[src/rtl/uop_pkg.sv]
// Shared uop field layout and latency-class encodings for the issue back end.
// Layout, MSB first: {UOP[6:0], BrM, Tag, prd, pr2, pr1, val, p2, p1}.
package uop_pkg;

    localparam int WIDTH_REG_DEF = 3;
    localparam int WIDTH_TAG_DEF = 3;
    localparam int WIDTH_BRM_DEF = 3;
    localparam int LAT_MUL_DEF   = 3;
    localparam int LAT_DIV_DEF   = 8;

    localparam int UOP_W   = 7;
    localparam int POS_VAL = 2;
    localparam int POS_PR1 = 3;

    // UOP[1:0]: 2'b0x is the single-cycle class
    localparam logic [1:0] CLS_MUL = 2'b10;
    localparam logic [1:0] CLS_DIV = 2'b11;

    typedef enum logic {
        ST_IDLE,
        ST_RUN
    } slow_state_e;

    function automatic int pos_prd(input int wr);
        return POS_PR1 + 2 * wr;
    endfunction

    function automatic int pos_tag(input int wr);
        return POS_PR1 + 3 * wr;
    endfunction

    function automatic int pos_brm(input int wr, input int wt);
        return pos_tag(wr) + wt;
    endfunction

    function automatic int pos_uop(input int wr, input int wt, input int wb);
        return pos_brm(wr, wt) + wb;
    endfunction

    function automatic int uop_width(input int wr, input int wt, input int wb);
        return pos_uop(wr, wt, wb) + UOP_W;
    endfunction

    function automatic logic is_slow(input logic [1:0] cls);
        return (cls == CLS_MUL) || (cls == CLS_DIV);
    endfunction

endpackage

[src/rtl/wakeup_lane.sv]
// One issue lane: a 1-cycle fast result register plus a non-pipelined
// MUL/DIV unit modelled as an IDLE/RUN FSM with a latency counter.
module wakeup_lane
    import uop_pkg::*;
#(
    parameter int WIDTH_REG = WIDTH_REG_DEF,
    parameter int WIDTH_TAG = WIDTH_TAG_DEF,
    parameter int WIDTH_BRM = WIDTH_BRM_DEF,
    parameter int LAT_MUL   = LAT_MUL_DEF,
    parameter int LAT_DIV   = LAT_DIV_DEF,
    parameter int WIDTH     = uop_width(WIDTH_REG, WIDTH_TAG, WIDTH_BRM)
) (
    input  logic                 clk_i,
    input  logic                 rst_n_i,
    input  logic [WIDTH-1:0]     inst_i,
    input  logic                 ready_i,
    input  logic [WIDTH_BRM-1:0] brkill_i,
    output logic [WIDTH_REG-1:0] fast_prd_o,
    output logic [WIDTH_TAG-1:0] fast_tag_o,
    output logic                 fast_v_o,
    output logic [WIDTH_REG-1:0] slow_prd_o,
    output logic [WIDTH_TAG-1:0] slow_tag_o,
    output logic                 slow_v_o,
    output logic                 busy_o,
    output logic                 overflow_o
);

    localparam int CW    = $clog2(LAT_DIV + 1);
    localparam int P_PRD = pos_prd(WIDTH_REG);
    localparam int P_TAG = pos_tag(WIDTH_REG);
    localparam int P_BRM = pos_brm(WIDTH_REG, WIDTH_TAG);
    localparam int P_UOP = pos_uop(WIDTH_REG, WIDTH_TAG, WIDTH_BRM);

    logic [WIDTH_REG-1:0] prd;
    logic [WIDTH_TAG-1:0] tag;
    logic [WIDTH_BRM-1:0] brm;
    logic [1:0]           cls;
    logic                 accept, kill_new, kill_run, slow_new;
    logic                 unused_fields;

    assign prd      = inst_i[P_PRD +: WIDTH_REG];
    assign tag      = inst_i[P_TAG +: WIDTH_TAG];
    assign brm      = inst_i[P_BRM +: WIDTH_BRM];
    assign cls      = inst_i[P_UOP +: 2];
    assign accept   = ready_i & inst_i[POS_VAL];
    assign kill_new = |(brm & brkill_i);
    assign slow_new = accept & is_slow(cls);
    assign unused_fields = ^{inst_i[WIDTH-1:P_UOP+2], inst_i[P_PRD-1:POS_VAL+1],
                             inst_i[POS_VAL-1:0]};

    logic [WIDTH_REG-1:0] fast_prd_d, fast_prd_q;
    logic [WIDTH_TAG-1:0] fast_tag_d, fast_tag_q;
    logic                 fast_v_d, fast_v_q;

    always_comb begin
        fast_v_d   = accept & ~kill_new & ~is_slow(cls);
        fast_prd_d = '0;
        fast_tag_d = '0;
        if (fast_v_d) begin
            fast_prd_d = prd;
            fast_tag_d = tag;
        end
    end

    always_ff @(posedge clk_i) begin
        if (!rst_n_i) begin
            fast_prd_q <= '0;
            fast_tag_q <= '0;
            fast_v_q   <= 1'b0;
        end else begin
            fast_prd_q <= fast_prd_d;
            fast_tag_q <= fast_tag_d;
            fast_v_q   <= fast_v_d;
        end
    end

    slow_state_e          state_q;
    logic [CW-1:0]        cnt_q;
    logic [WIDTH_REG-1:0] prd_q, slow_prd_q;
    logic [WIDTH_TAG-1:0] tag_q, slow_tag_q;
    logic [WIDTH_BRM-1:0] brm_q;
    logic                 slow_v_q, busy_q, ovf_q;

    assign kill_run = |(brm_q & brkill_i);

    // Kill of the in-flight uop takes priority over its completion edge.
    always_ff @(posedge clk_i) begin
        if (!rst_n_i) begin
            state_q    <= ST_IDLE;
            cnt_q      <= '0;
            busy_q     <= 1'b0;
            ovf_q      <= 1'b0;
            slow_v_q   <= 1'b0;
            slow_prd_q <= '0;
            slow_tag_q <= '0;
        end else begin
            slow_v_q   <= 1'b0;
            slow_prd_q <= '0;
            slow_tag_q <= '0;
            case (state_q)
                ST_IDLE: begin
                    if (slow_new && !kill_new) begin
                        state_q <= ST_RUN;
                        busy_q  <= 1'b1;
                        cnt_q   <= (cls == CLS_DIV) ? CW'(LAT_DIV - 1) : CW'(LAT_MUL - 1);
                        prd_q   <= prd;
                        tag_q   <= tag;
                        brm_q   <= brm;
                    end
                end
                ST_RUN: begin
                    if (slow_new) begin
                        ovf_q <= 1'b1;
                    end
                    if (kill_run) begin
                        state_q <= ST_IDLE;
                        busy_q  <= 1'b0;
                    end else if (cnt_q == CW'(1)) begin
                        state_q    <= ST_IDLE;
                        busy_q     <= 1'b0;
                        slow_v_q   <= 1'b1;
                        slow_prd_q <= prd_q;
                        slow_tag_q <= tag_q;
                    end else begin
                        cnt_q <= cnt_q - CW'(1);
                    end
                end
                default: state_q <= ST_IDLE;
            endcase
        end
    end

    assign fast_prd_o = fast_prd_q;
    assign fast_tag_o = fast_tag_q;
    assign fast_v_o   = fast_v_q;
    assign slow_prd_o = slow_prd_q;
    assign slow_tag_o = slow_tag_q;
    assign slow_v_o   = slow_v_q;
    assign busy_o     = busy_q;
    assign overflow_o = ovf_q;

endmodule

[src/rtl/issue_wakeup.sv]
// Issue-queue consumer: two lanes of fast + MUL/DIV latency modelling feeding
// the 4-slot wakeup bus and ROB completion tags.
module issue_wakeup
    import uop_pkg::*;
#(
    parameter int WIDTH_REG = WIDTH_REG_DEF,
    parameter int WIDTH_TAG = WIDTH_TAG_DEF,
    parameter int WIDTH_BRM = WIDTH_BRM_DEF,
    parameter int LAT_MUL   = LAT_MUL_DEF,
    parameter int LAT_DIV   = LAT_DIV_DEF,
    parameter int WIDTH     = uop_width(WIDTH_REG, WIDTH_TAG, WIDTH_BRM)
) (
    input  logic                   i_clk,
    input  logic                   i_rst_n,
    input  logic [WIDTH-1:0]       i_inst1,
    input  logic [WIDTH-1:0]       i_inst2,
    input  logic                   i_ready1,
    input  logic                   i_ready2,
    input  logic [WIDTH_BRM-1:0]   i_BrKill,
    output logic [4*WIDTH_REG-1:0] o_wdest4x,
    output logic [4*WIDTH_TAG-1:0] o_tag4x,
    output logic [3:0]             o_tagv,
    output logic                   o_busy1,
    output logic                   o_busy2,
    output logic                   o_overflow
);

    logic [WIDTH_REG-1:0] fprd [2];
    logic [WIDTH_REG-1:0] sprd [2];
    logic [WIDTH_TAG-1:0] ftag [2];
    logic [WIDTH_TAG-1:0] stag [2];
    logic [1:0]           fv, sv, busy, ovf;
    logic [WIDTH-1:0]     inst [2];
    logic [1:0]           ready;

    assign inst[0]  = i_inst1;
    assign inst[1]  = i_inst2;
    assign ready    = {i_ready2, i_ready1};

    for (genvar l = 0; l < 2; l++) begin : g_lane
        wakeup_lane #(
            .WIDTH_REG(WIDTH_REG),
            .WIDTH_TAG(WIDTH_TAG),
            .WIDTH_BRM(WIDTH_BRM),
            .LAT_MUL  (LAT_MUL),
            .LAT_DIV  (LAT_DIV),
            .WIDTH    (WIDTH)
        ) u_lane (
            .clk_i     (i_clk),
            .rst_n_i   (i_rst_n),
            .inst_i    (inst[l]),
            .ready_i   (ready[l]),
            .brkill_i  (i_BrKill),
            .fast_prd_o(fprd[l]),
            .fast_tag_o(ftag[l]),
            .fast_v_o  (fv[l]),
            .slow_prd_o(sprd[l]),
            .slow_tag_o(stag[l]),
            .slow_v_o  (sv[l]),
            .busy_o    (busy[l]),
            .overflow_o(ovf[l])
        );
    end

    assign o_wdest4x  = {sprd[1], sprd[0], fprd[1], fprd[0]};
    assign o_tag4x    = {stag[1], stag[0], ftag[1], ftag[0]};
    assign o_tagv     = {sv[1], sv[0], fv[1], fv[0]};
    assign o_busy1    = busy[0];
    assign o_busy2    = busy[1];
    assign o_overflow = |ovf;

endmodule

[config.mk]
export PLATFORM = sky130hd
export DESIGN_NAME = issue_wakeup
export DESIGN_NICKNAME = d
export VERILOG_FILES = /design/src/rtl/uop_pkg.sv /design/src/rtl/wakeup_lane.sv /design/src/rtl/issue_wakeup.sv
export SDC_FILE = /design/constraint.sdc
export NUM_CORES = 1
export LEC_CHECK = 0
export CAP_MARGIN = 20
export CELL_PAD_IN_SITES_DETAIL_PLACEMENT = 1
export CELL_PAD_IN_SITES_GLOBAL_PLACEMENT = 1
export CORE_MARGIN = 8
export CORE_UTILIZATION = 34
export DETAILED_ROUTE_END_ITERATION = 16
export GPL_ROUTABILITY_DRIVEN = 0
export PLACE_DENSITY = 0.84
export SLEW_MARGIN = 5
export SYNTH_ARGS = -nofsm -noshare
export SYNTH_HDL_FRONTEND = slang
export SYNTH_SLANG_ARGS = --single-unit
export TNS_END_PERCENT = 100
[constraint.sdc]
create_clock -name i_clk -period 4.45 [get_ports i_clk]
set_input_delay 1.1125 -clock i_clk [delete_from_list [all_inputs] [get_ports i_clk]]
set_output_delay 1.1125 -clock i_clk [all_outputs]
set_load 0.005 [all_outputs]
---- Yosys cells after proc, flatten, opt, wreduce, memory -nomap -nowiden ----
Cells that the tools add are included.
cells by class
  $add $sub $neg .......................... 2
  equality and inequality tests ........... 14
  multiplexer cells ....................... 28
  bitwise logic cells ..................... 21
  reduce and logical (&&, ||, !) cells .... 25
operators with widths
  cell                                                                      count
  4-bit 2-to-1 mux                                                          6
  4-bit case mux with 2 select lines                                        2
  1-bit 2-to-1 mux                                                          14
  3-bit AND                                                                 4
  2-bit AND reduction                                                       6
  3-bit AND reduction                                                       4
  3-bit OR reduction                                                        4
  6-bit OR reduction                                                        2
  5-bit OR reduction                                                        2
  1-bit inverter                                                            9
  1-bit AND                                                                 8
  2-bit equality test (second input constant)                               4
  4-bit by 1-bit equality test with 1-bit output (second input constant)    2
  2-bit inequality test (second input constant)                             4
  1-bit case mux with 2 select lines                                        4
  4-bit by 1-bit subtractor with 4-bit output (second input constant)       2
  3-bit 2-to-1 mux                                                          2
  3-bit by 2-bit inequality test with 1-bit output (second input constant)  2
  2-bit by 1-bit inequality test with 1-bit output (second input constant)  2
  1-bit logical AND                                                         2
  1-bit logical NOT                                                         2
  1-bit logical OR                                                          2
  2-bit OR reduction                                                        1
storage, ports and cells
  register bits after elaboration ......... 60
  bits of input ports ..................... 57
  word-level logic and storage cells ...... 116

---- Longest topological paths before layout ----
Gate-level depths: netlist of the first run.
  word-level depth ........................ 6
  mapped depth ............................ 7

---- Cells and area by module ----
A second synthesis of the first run with hierarchy kept.
second synthesis, totals
  cells, all modules ...................... 175
  area total of the unflattened synthesis .. 2155.8 um^2
by module, submodules not included
  module        times used  cells each  area an instance (um^2)  seq. area each (um^2)
  wakeup_lane   2           87          1074.8                   690.7
  issue_wakeup  1           1           6.3                      0.0

---- Least setup slack after synthesis of the first run ----
Ideal clock, no wire load.
  path kind ............................... in2reg
  from .................................... in i_inst1[15]
  to ...................................... reg g_lane[0].u_lane.brm_q[0], enable pin
  data arrival time ....................... 2.145 ns
  required time ........................... 4.113 ns
  path slack .............................. 1.968 ns
  stages .................................. 3
  path through ............................ a22o_2 nor4_2 and2_1
on the way
  word-level cells in the longest chain between the ends .. 5
RTL lines
  item                           RTL line            source
  start, declared                issue_wakeup.sv:15  input logic [WIDTH-1:0] i_inst1,
  3-bit AND                      wakeup_lane.sv:46   assign kill_new = |(brm & brkill_i);
  3-bit OR reduction             wakeup_lane.sv:46
  1-bit logical NOT              wakeup_lane.sv:102  if (slow_new && !kill_new) begin
  1-bit logical AND              wakeup_lane.sv:102
  3-bit AND reduction (no line)  n/a
  end signal, assigned           wakeup_lane.sv:108  brm_q <= brm;
  end, declared                  wakeup_lane.sv:81   logic [WIDTH_BRM-1:0] brm_q;
No other way between the ends.
A chain may end at the register's enable or synchronous reset.

---- Worst setup path after layout of the first run ----
  from .................................... in i_BrKill[0]
  to ...................................... reg g_lane[0].u_lane.tag_q[2], enable pin
on the way
  word-level cells in the longest chain between the ends .. 5
RTL lines
  item                           RTL line            source
  start, declared                issue_wakeup.sv:19  input logic [WIDTH_BRM-1:0] i_BrKill,
  3-bit AND                      wakeup_lane.sv:46
  3-bit OR reduction             wakeup_lane.sv:46
  1-bit logical NOT              wakeup_lane.sv:102
  1-bit logical AND              wakeup_lane.sv:102
  3-bit AND reduction (no line)  n/a
  end signal, assigned           wakeup_lane.sv:107  tag_q <= tag;
  end, declared                  wakeup_lane.sv:80   logic [WIDTH_TAG-1:0] tag_q, slow_tag_q;
No other way between the ends.

==> results of run 1 <==
==> cells in the final DEF (no fill, tap or decap), types with 3 or more instances in the layout <==
master	count
sky130_fd_sc_hd__a211oi_1	4
sky130_fd_sc_hd__and2_1	28
sky130_fd_sc_hd__clkbuf_8	10
sky130_fd_sc_hd__clkdlybuf4s50_1	61
sky130_fd_sc_hd__clkinv_2	3
sky130_fd_sc_hd__dfxtp_1	42
sky130_fd_sc_hd__edfxtp_1	18
sky130_fd_sc_hd__ha_1	4
sky130_fd_sc_hd__inv_1	9
sky130_fd_sc_hd__nand2_1	11
sky130_fd_sc_hd__nor2_1	5
sky130_fd_sc_hd__nor3_1	4
sky130_fd_sc_hd__o21ai_0	6
==> metrics by stage <==
| stage | worst slack, ps | instance area, um^2 | std cells |
|---|---|---|---|
| after global routing | 1260 | 2980 | 322 |
| after CTS | 1510 | 2980 | 322 |
| final | 1480 | 2980 | 322 |
| after global placement | 1230 | 2790 | 307 |
| after floorplan | 1970 | 2130 | 177 |
| after detailed placement | 1140 | 2790 | 307 |
==> where the power goes <==
part           leakage, nW  switching, W  internal (W)
sequential           0.501    0.00000391      0.000570
combinational        0.493     0.0000272     0.0000376
clock               0.0979      0.000203      0.000267
total                 1.09      0.000235      0.000875
==> critical path: cells and delay by family <==
family / cells / cell delay [ps]
compound gates: 1 / 290
buf+inv: 1 / 490
simple gates: 2 / 1060
==> layout make-up <==
class	count	area [um^2]	area share
Timing Repair Buffer	61	611	0.205
Tap cell	77	96.3	0.0324
Multi-Input combinational cell	100	664	0.223
Clock inverter	5	52.6	0.0177
Inverter	9	33.8	0.0113
Clock buffer	10	138	0.0462
Sequential cell	60	1380	0.464
==> routing by layer <==
metal,vias up,track usage
met5,-,0
met1,717,0.139
met3,10,0.0465
met2,46,0.176
met4,0,0.0520
li1,744,-
==> how the worst max path moves through the flow <==
stage          cells past startpoint  slack (ps)                   endpoint   startpoint
2_1_floorplan                      3        1970  g_lane[0].u_lane.brm_q[0]  i_inst1[15]
3_3_place_gp                       4        1230  g_lane[0].u_lane.prd_q[0]  i_BrKill[0]
3_5_place_dp                       4        1140  g_lane[0].u_lane.prd_q[1]  i_BrKill[0]
4_1_cts                            4        1510  g_lane[0].u_lane.tag_q[2]  i_BrKill[0]
5_1_grt                            4        1260  g_lane[0].u_lane.tag_q[2]  i_BrKill[0]
6_report                           4        1480  g_lane[0].u_lane.tag_q[2]  i_BrKill[0]
==> flip-flops by register name, summed over array words and instances, names as in the netlist <==
| signal | count |
|---|---|
| g_lane.u_lane.brm_q | 6 |
| g_lane.u_lane.busy_o | 2 |
| g_lane.u_lane.cnt_q | 8 |
| g_lane.u_lane.fast_prd_o | 6 |
| g_lane.u_lane.fast_tag_o | 6 |
| g_lane.u_lane.fast_v_o | 2 |
| g_lane.u_lane.overflow_o | 2 |
| g_lane.u_lane.prd_q | 6 |
| g_lane.u_lane.slow_prd_o | 6 |
| g_lane.u_lane.slow_tag_o | 6 |
| g_lane.u_lane.slow_v_o | 2 |
| g_lane.u_lane.state_q | 2 |
| g_lane.u_lane.tag_q | 6 |
==> kinds of logic (layout without fill, tap and decap cells) <==
| group | Yosys count | count (layout) | synth area share |
|---|---|---|---|
| buffers and inverters | 17 | 85 | 0.0377 |
| flip-flops | 60 | 60 | 0.650 |
| adder cells (fa/ha/maj) | 4 | 4 | 0.0235 |
| AO/OA/AOI/OAI | 27 | 27 | 0.0965 |
| AND/OR/NAND/NOR | 69 | 69 | 0.192 |
==> flow_metrics.env, run 1 <==
export IMPL_worstReg2RegStart="g_lane[0].u_lane.cnt_q[0]"
export IMPL_max_vdd_ir_drop_v=0.000182
export IMPL_synth_edff_count=18
export IMPL_ys_flop_type="sky130_fd_sc_hd__dfxtp_1"
export IMPL_syn_mean_instance_area_um2=12.0
export IMPL_numCtsBuffers=9
export IMPL_uppermost_routed_layer="met4"
export IMPL_finalHoldWorstSlack_ps=437
export IMPL_final_antenna_net_count=0
export IMPL_worst_path_largest_cell_delay_ps=580
export IMPL_start_util=0.343
export IMPL_place_detailed_hpwl_um=3620
export IMPL_ys_seq_elements=60
export IMPL_via_per_inst=4.71
export IMPL_area_of_the_mapped_netlist_mm2=0.00213
export IMPL_reg2reg_setup_slack_ps=2580
export IMPL_synth_nets=238
export IMPL_power_density_cell_area_mw_per_mm2=373
export IMPL_max_slew_margin_rel=0.459
export IMPL_post_synth_top_area_fraction=0.396
export IMPL_hold_path_cell_count=1
export IMPL_clock_tree_buffer_depth=2
export IMPL_final_period_utilization=0.667
export IMPL_arrival_ps=2950
export IMPL_synthTopCellsByCount="sky130_fd_sc_hd__dfxtp_1, sky130_fd_sc_hd__and2_1, sky130_fd_sc_hd__edfxtp_1, sky130_fd_sc_hd__nand2_1, sky130_fd_sc_hd__inv_1"
export IMPL_clk_transition_reported_paths_ps=60
export IMPL_met3WireLength_um=304
export IMPL_hold_path_end="g_lane[0].u_lane.slow_tag_o[2]"
export IMPL_globalRouteOverflowTotal=0
export IMPL_post_synth_top_count_cell="sky130_fd_sc_hd__dfxtp_1"
export IMPL_antenna_found_initial=0
export IMPL_asyncSetResetFlopFracSynth=0
export IMPL_postCtsResizedCells=0
export IMPL_boundaryPins=88
export IMPL_grt_setup_unrepaired="no"
export IMPL_gr_usage_all_layers=0.115
export IMPL_via_count=1517
export IMPL_synthesis_instances=177
export IMPL_max_freq_mhz=337
export IMPL_period_needed_ps=2970
export IMPL_drt_pass1_iterations=4
export IMPL_crit_path_cell_trace="clkdlybuf4s50_1 > a22o_2 > nor4_2 > and2_1"
export IMPL_timing_setup_tns_ps=0
export IMPL_setup_viol_count_final=0
export IMPL_drt_first_iter_violations=31
export IMPL_critPathCaptureType="register"
export IMPL_synth_area_leaders="sky130_fd_sc_hd__dfxtp_1, sky130_fd_sc_hd__edfxtp_1, sky130_fd_sc_hd__and2_1"
export IMPL_port_buffer_count=61
export IMPL_diodes=0
export IMPL_power_total_w=0.00111
export IMPL_timing_critical_path_slowest_stage_cell="sky130_fd_sc_hd__nor4_2"
export IMPL_share_of_post_route_cells_with_drive_strength_above_1=0.102
export IMPL_grt_max_degree=14
export IMPL_post_cts_hold_buffer_count=0
export IMPL_fin_nets=302
export IMPL_run_status="finished, final reports clean"
export IMPL_die_area_mm2=0.00904
export IMPL_cellLeakagePower_nw=1.09
export IMPL_yosys_warnings=0
export IMPL_floorplan_die_width_um=95.1
export IMPL_final_core_util=0.480
export IMPL_yosysTopAreaCell="sky130_fd_sc_hd__dfxtp_1"
export IMPL_timing_setup_critical_path_class="in -> reg"
export IMPL_worst_clock_skew_ps=6.71
export IMPL_drv_slew=0
export IMPL_maxCapViolCount=0
export IMPL_cts_htree_levels=3
export IMPL_worst_skew_pair_late_latency_ps=330
export IMPL_drc=0
export IMPL_cts_sinks=60
export IMPL_syn_to_final_growth_pct=40.0
export IMPL_hold_start="g_lane[0].u_lane.tag_q[2]"
export IMPL_worstPathMaxFanout=9
export IMPL_buffers_inserted_by_post_cts_timing_repair=0
export IMPL_core_footprint_mm2=0.00620
export IMPL_worst_setup_path_start_kind="input pin"
export IMPL_clock_tree_root_cell="sky130_fd_sc_hd__clkbuf_8"
export IMPL_worst_pin_slew_ps=810
export IMPL_fp_dieH_um=95.1
export IMPL_ys_seq_area_frac=0.650
export IMPL_final_hold_violation_count=0
export IMPL_crit_reg2reg_capture="g_lane[0].u_lane.cnt_q[2]"
export IMPL_wire_per_inst_um=15.1
export IMPL_wl_met1_um=2220
export IMPL_grt_pass1_wl_um=7820
export IMPL_met2WireLength_um=2230
export IMPL_timing_hold_worst_class="reg -> reg"
export IMPL_timing_reg2reg_worst_path_depth=5
export IMPL_netlist_cell_type_count=44
export IMPL_fillerInstances=676
export IMPL_cp_required_ps=4430
export IMPL_cts_tree="yes"
export IMPL_drt_wl_total_um=4860
export IMPL_vias_in_the_first_global_route=1552
export IMPL_rows=29
Note: power is estimated with default switching activity, not from simulation.
==> inputs of run 2 (changes only) <==
Settings changed: CORE_UTILIZATION 34 to 29, PLACE_DENSITY 0.84 to 0.76.
Clock period 4.45 ns to 2.65 ns, I/O delays scaled along.
==> run 2 against run 1 <==
Against the previous run:
- highest routed layer unchanged
- via count up 0.99%
- critical endpoint is now g_lane[1].u_lane.cnt_q[0]
- hold slack worse by 0.77 ps
- core utilization down 5.2 points
- sequential power up 68%
- clock-buffer cell count up 2
- design area up 3.1%
- largest power group unchanged
- total power up 64%
- critical path depth up 2
- register-to-register slack worse by 1800 ps
- combinational power up 80%
==> flow_metrics.env, run 2 (same netlist as run 1, synthesis figures left out) <==
export IMPL_timing_critical_path_buf_inv=2
export IMPL_power_density_cell_area_mw_per_mm2=593
export IMPL_clk_transition_reported_paths_ps=70
export IMPL_max_slew_margin_rel=0.691
export IMPL_crit_path_cell_trace="clkdlybuf4s50_1 > a222oi_1 > buf_4 > nand3_2 > and2_4 > o41ai_2"
export IMPL_gr_usage_all_layers=0.106
export IMPL_numCtsBuffers=9
export IMPL_number_of_flip_flops_under_the_largest_register_name=8
export IMPL_worst_setup_path_start_kind="input pin"
export IMPL_share_of_post_route_cells_with_drive_strength_above_1=0.137
export IMPL_timing_hold_worst_class="reg -> reg"
export IMPL_drt_pass1_iterations=4
export IMPL_max_vdd_ir_drop_v=0.000256
export IMPL_core_footprint_mm2=0.00718
export IMPL_drv_slew=0
export IMPL_timing_setup_tns_ps=0
export IMPL_crit_path_start="i_BrKill[0]"
export IMPL_critPathCaptureType="register"
export IMPL_start_util=0.296
export IMPL_cp_required_ps=2880
export IMPL_period_needed_ps=2110
export IMPL_final_hold_violation_count=0
export IMPL_fp_dieH_um=102
export IMPL_path_delay_family="buffers and inverters"
export IMPL_worst_pin_slew_ps=464
export IMPL_hold_start="g_lane[0].u_lane.prd_q[2]"
export IMPL_place_detailed_hpwl_um=3870
export IMPL_buffers_inserted_by_post_cts_timing_repair=0
export IMPL_final_antenna_net_count=0
export IMPL_cts_tree="yes"
export IMPL_maxCapViolCount=0
export IMPL_area_sequential_mm2=0.00138
export IMPL_worst_skew_pair_late_latency_ps=330
export IMPL_boundaryPins=88
export IMPL_clock_tree_buffer_depth=2
export IMPL_postCtsResizedCells=0
export IMPL_dp_cells=339
export IMPL_worstReg2RegStart="g_lane[0].u_lane.cnt_q[0]"
export IMPL_finalHoldWorstSlack_ps=436
export IMPL_setup_viol_count_final=0
export IMPL_run_status="finished, final reports clean"
export IMPL_antenna_found_initial=0
export IMPL_via_per_inst=4.32
export IMPL_cts_sinks=60
export IMPL_rows=31
export IMPL_fillerInstances=788
export IMPL_drt_wl_total_um=5180
export IMPL_mostFrequentLayoutCell="sky130_fd_sc_hd__clkdlybuf4s50_1"
export IMPL_floorplan_die_width_um=102
export IMPL_largest_register="g_lane.u_lane.cnt_q"
export IMPL_cts_htree_levels=3
export IMPL_multiInputGateArea_um2=664
export IMPL_final_cells=355
export IMPL_power_total_w=0.00182
export IMPL_via_count=1532
export IMPL_arrival_ps=2350
export IMPL_vias_in_the_first_global_route=1598
export IMPL_timing_setup_critical_path_class="in -> reg"
export IMPL_syn_to_final_growth_pct=44.4
export IMPL_grt_max_degree=14
export IMPL_worstPathMaxFanout=5
export IMPL_mostFrequentLayoutCells="sky130_fd_sc_hd__clkdlybuf4s50_1, sky130_fd_sc_hd__dfxtp_1, sky130_fd_sc_hd__and2_1"
export IMPL_cellLeakagePower_nw=1.13
export IMPL_wire_per_inst_um=14.6
export IMPL_fin_nets=312
export IMPL_drc=0
export IMPL_final_period_utilization=0.797
export IMPL_post_cts_hold_buffer_count=0
export IMPL_worst_path_largest_cell_delay_ps=480
export IMPL_diodes=0
export IMPL_port_buffer_count=61
export IMPL_drt_first_iter_violations=48
export IMPL_timing_critical_path_slowest_stage_cell="sky130_fd_sc_hd__clkdlybuf4s50_1"
export IMPL_worst_clock_skew_ps=8.67
export IMPL_max_freq_mhz=474
export IMPL_clock_tree_root_cell="sky130_fd_sc_hd__clkbuf_8"
export IMPL_grt_setup_unrepaired="no"
export IMPL_die_area_mm2=0.0103
export IMPL_grt_pass1_wl_um=8070
export IMPL_globalRouteOverflowTotal=0
[run 2: changes by cell type in the layout (fill, tap and decap cells not counted), sizes merged]
cell / previous run / this run
clkbuf: 10 / 12
clkinvlp: 1 / 2
clkinv: 3 / 2
bufinv: 1 / 0
buf: 0 / 10
[run 2: layout make-up]
cell class | instances | area share
clock inverter | 4 | 0.00815
timing repair buffer | 71 | 0.223
multi-input combinational | 100 | 0.216
tap | 99 | 0.0404
clock buffer | 12 | 0.0506
inverter | 9 | 0.0110
sequential | 60 | 0.450
[run 2: report_power, final]
part / switching, W / leakage [nW] / internal (W)
logic: 0.0000479 / 0.545 / 0.0000687
clock network: 0.000353 / 0.0884 / 0.000387
registers: 0.00000670 / 0.501 / 0.000956
[run 2: worst register-to-register path, stage by stage, from the launching register on]
cell and delay, ps:
sky130_fd_sc_hd__dfxtp_1 390, sky130_fd_sc_hd__ha_1 170, sky130_fd_sc_hd__or3b_1 380, sky130_fd_sc_hd__and3_1 270, sky130_fd_sc_hd__or2_1 280, sky130_fd_sc_hd__a31o_2 240
[run 2: metal layers]
metal,vias up,global-route usage,share of wire
met2,40,0.172,0.48
met1,722,0.122,0.45
met5,-,0,0
met4,0,0.0481,0.0044
met3,2,0.0405,0.063
li1,768,-,-
[run 2: stage by stage]
stage                     utilization  area [um^2]  worst slack [ps]
after CTS                       0.428         3070               535
after global placement          0.403         2890               212
final                           0.428         3070               539
after floorplan                     -         2130               618
after detailed placement        0.403         2890               194
after global routing            0.428         3070               406
[run 2: worst paths after layout]
path / endpoint / slack (ps) / cells after the start
setup reg to reg: g_lane[0].u_lane.cnt_q[2] / 830 / 5
setup / recovery: g_lane[1].u_lane.cnt_q[0] / 540 / 6
hold reg to reg: g_lane[0].u_lane.slow_prd_o[2] / 440 / 1
hold / removal: g_lane[0].u_lane.slow_prd_o[2] / 440 / 1
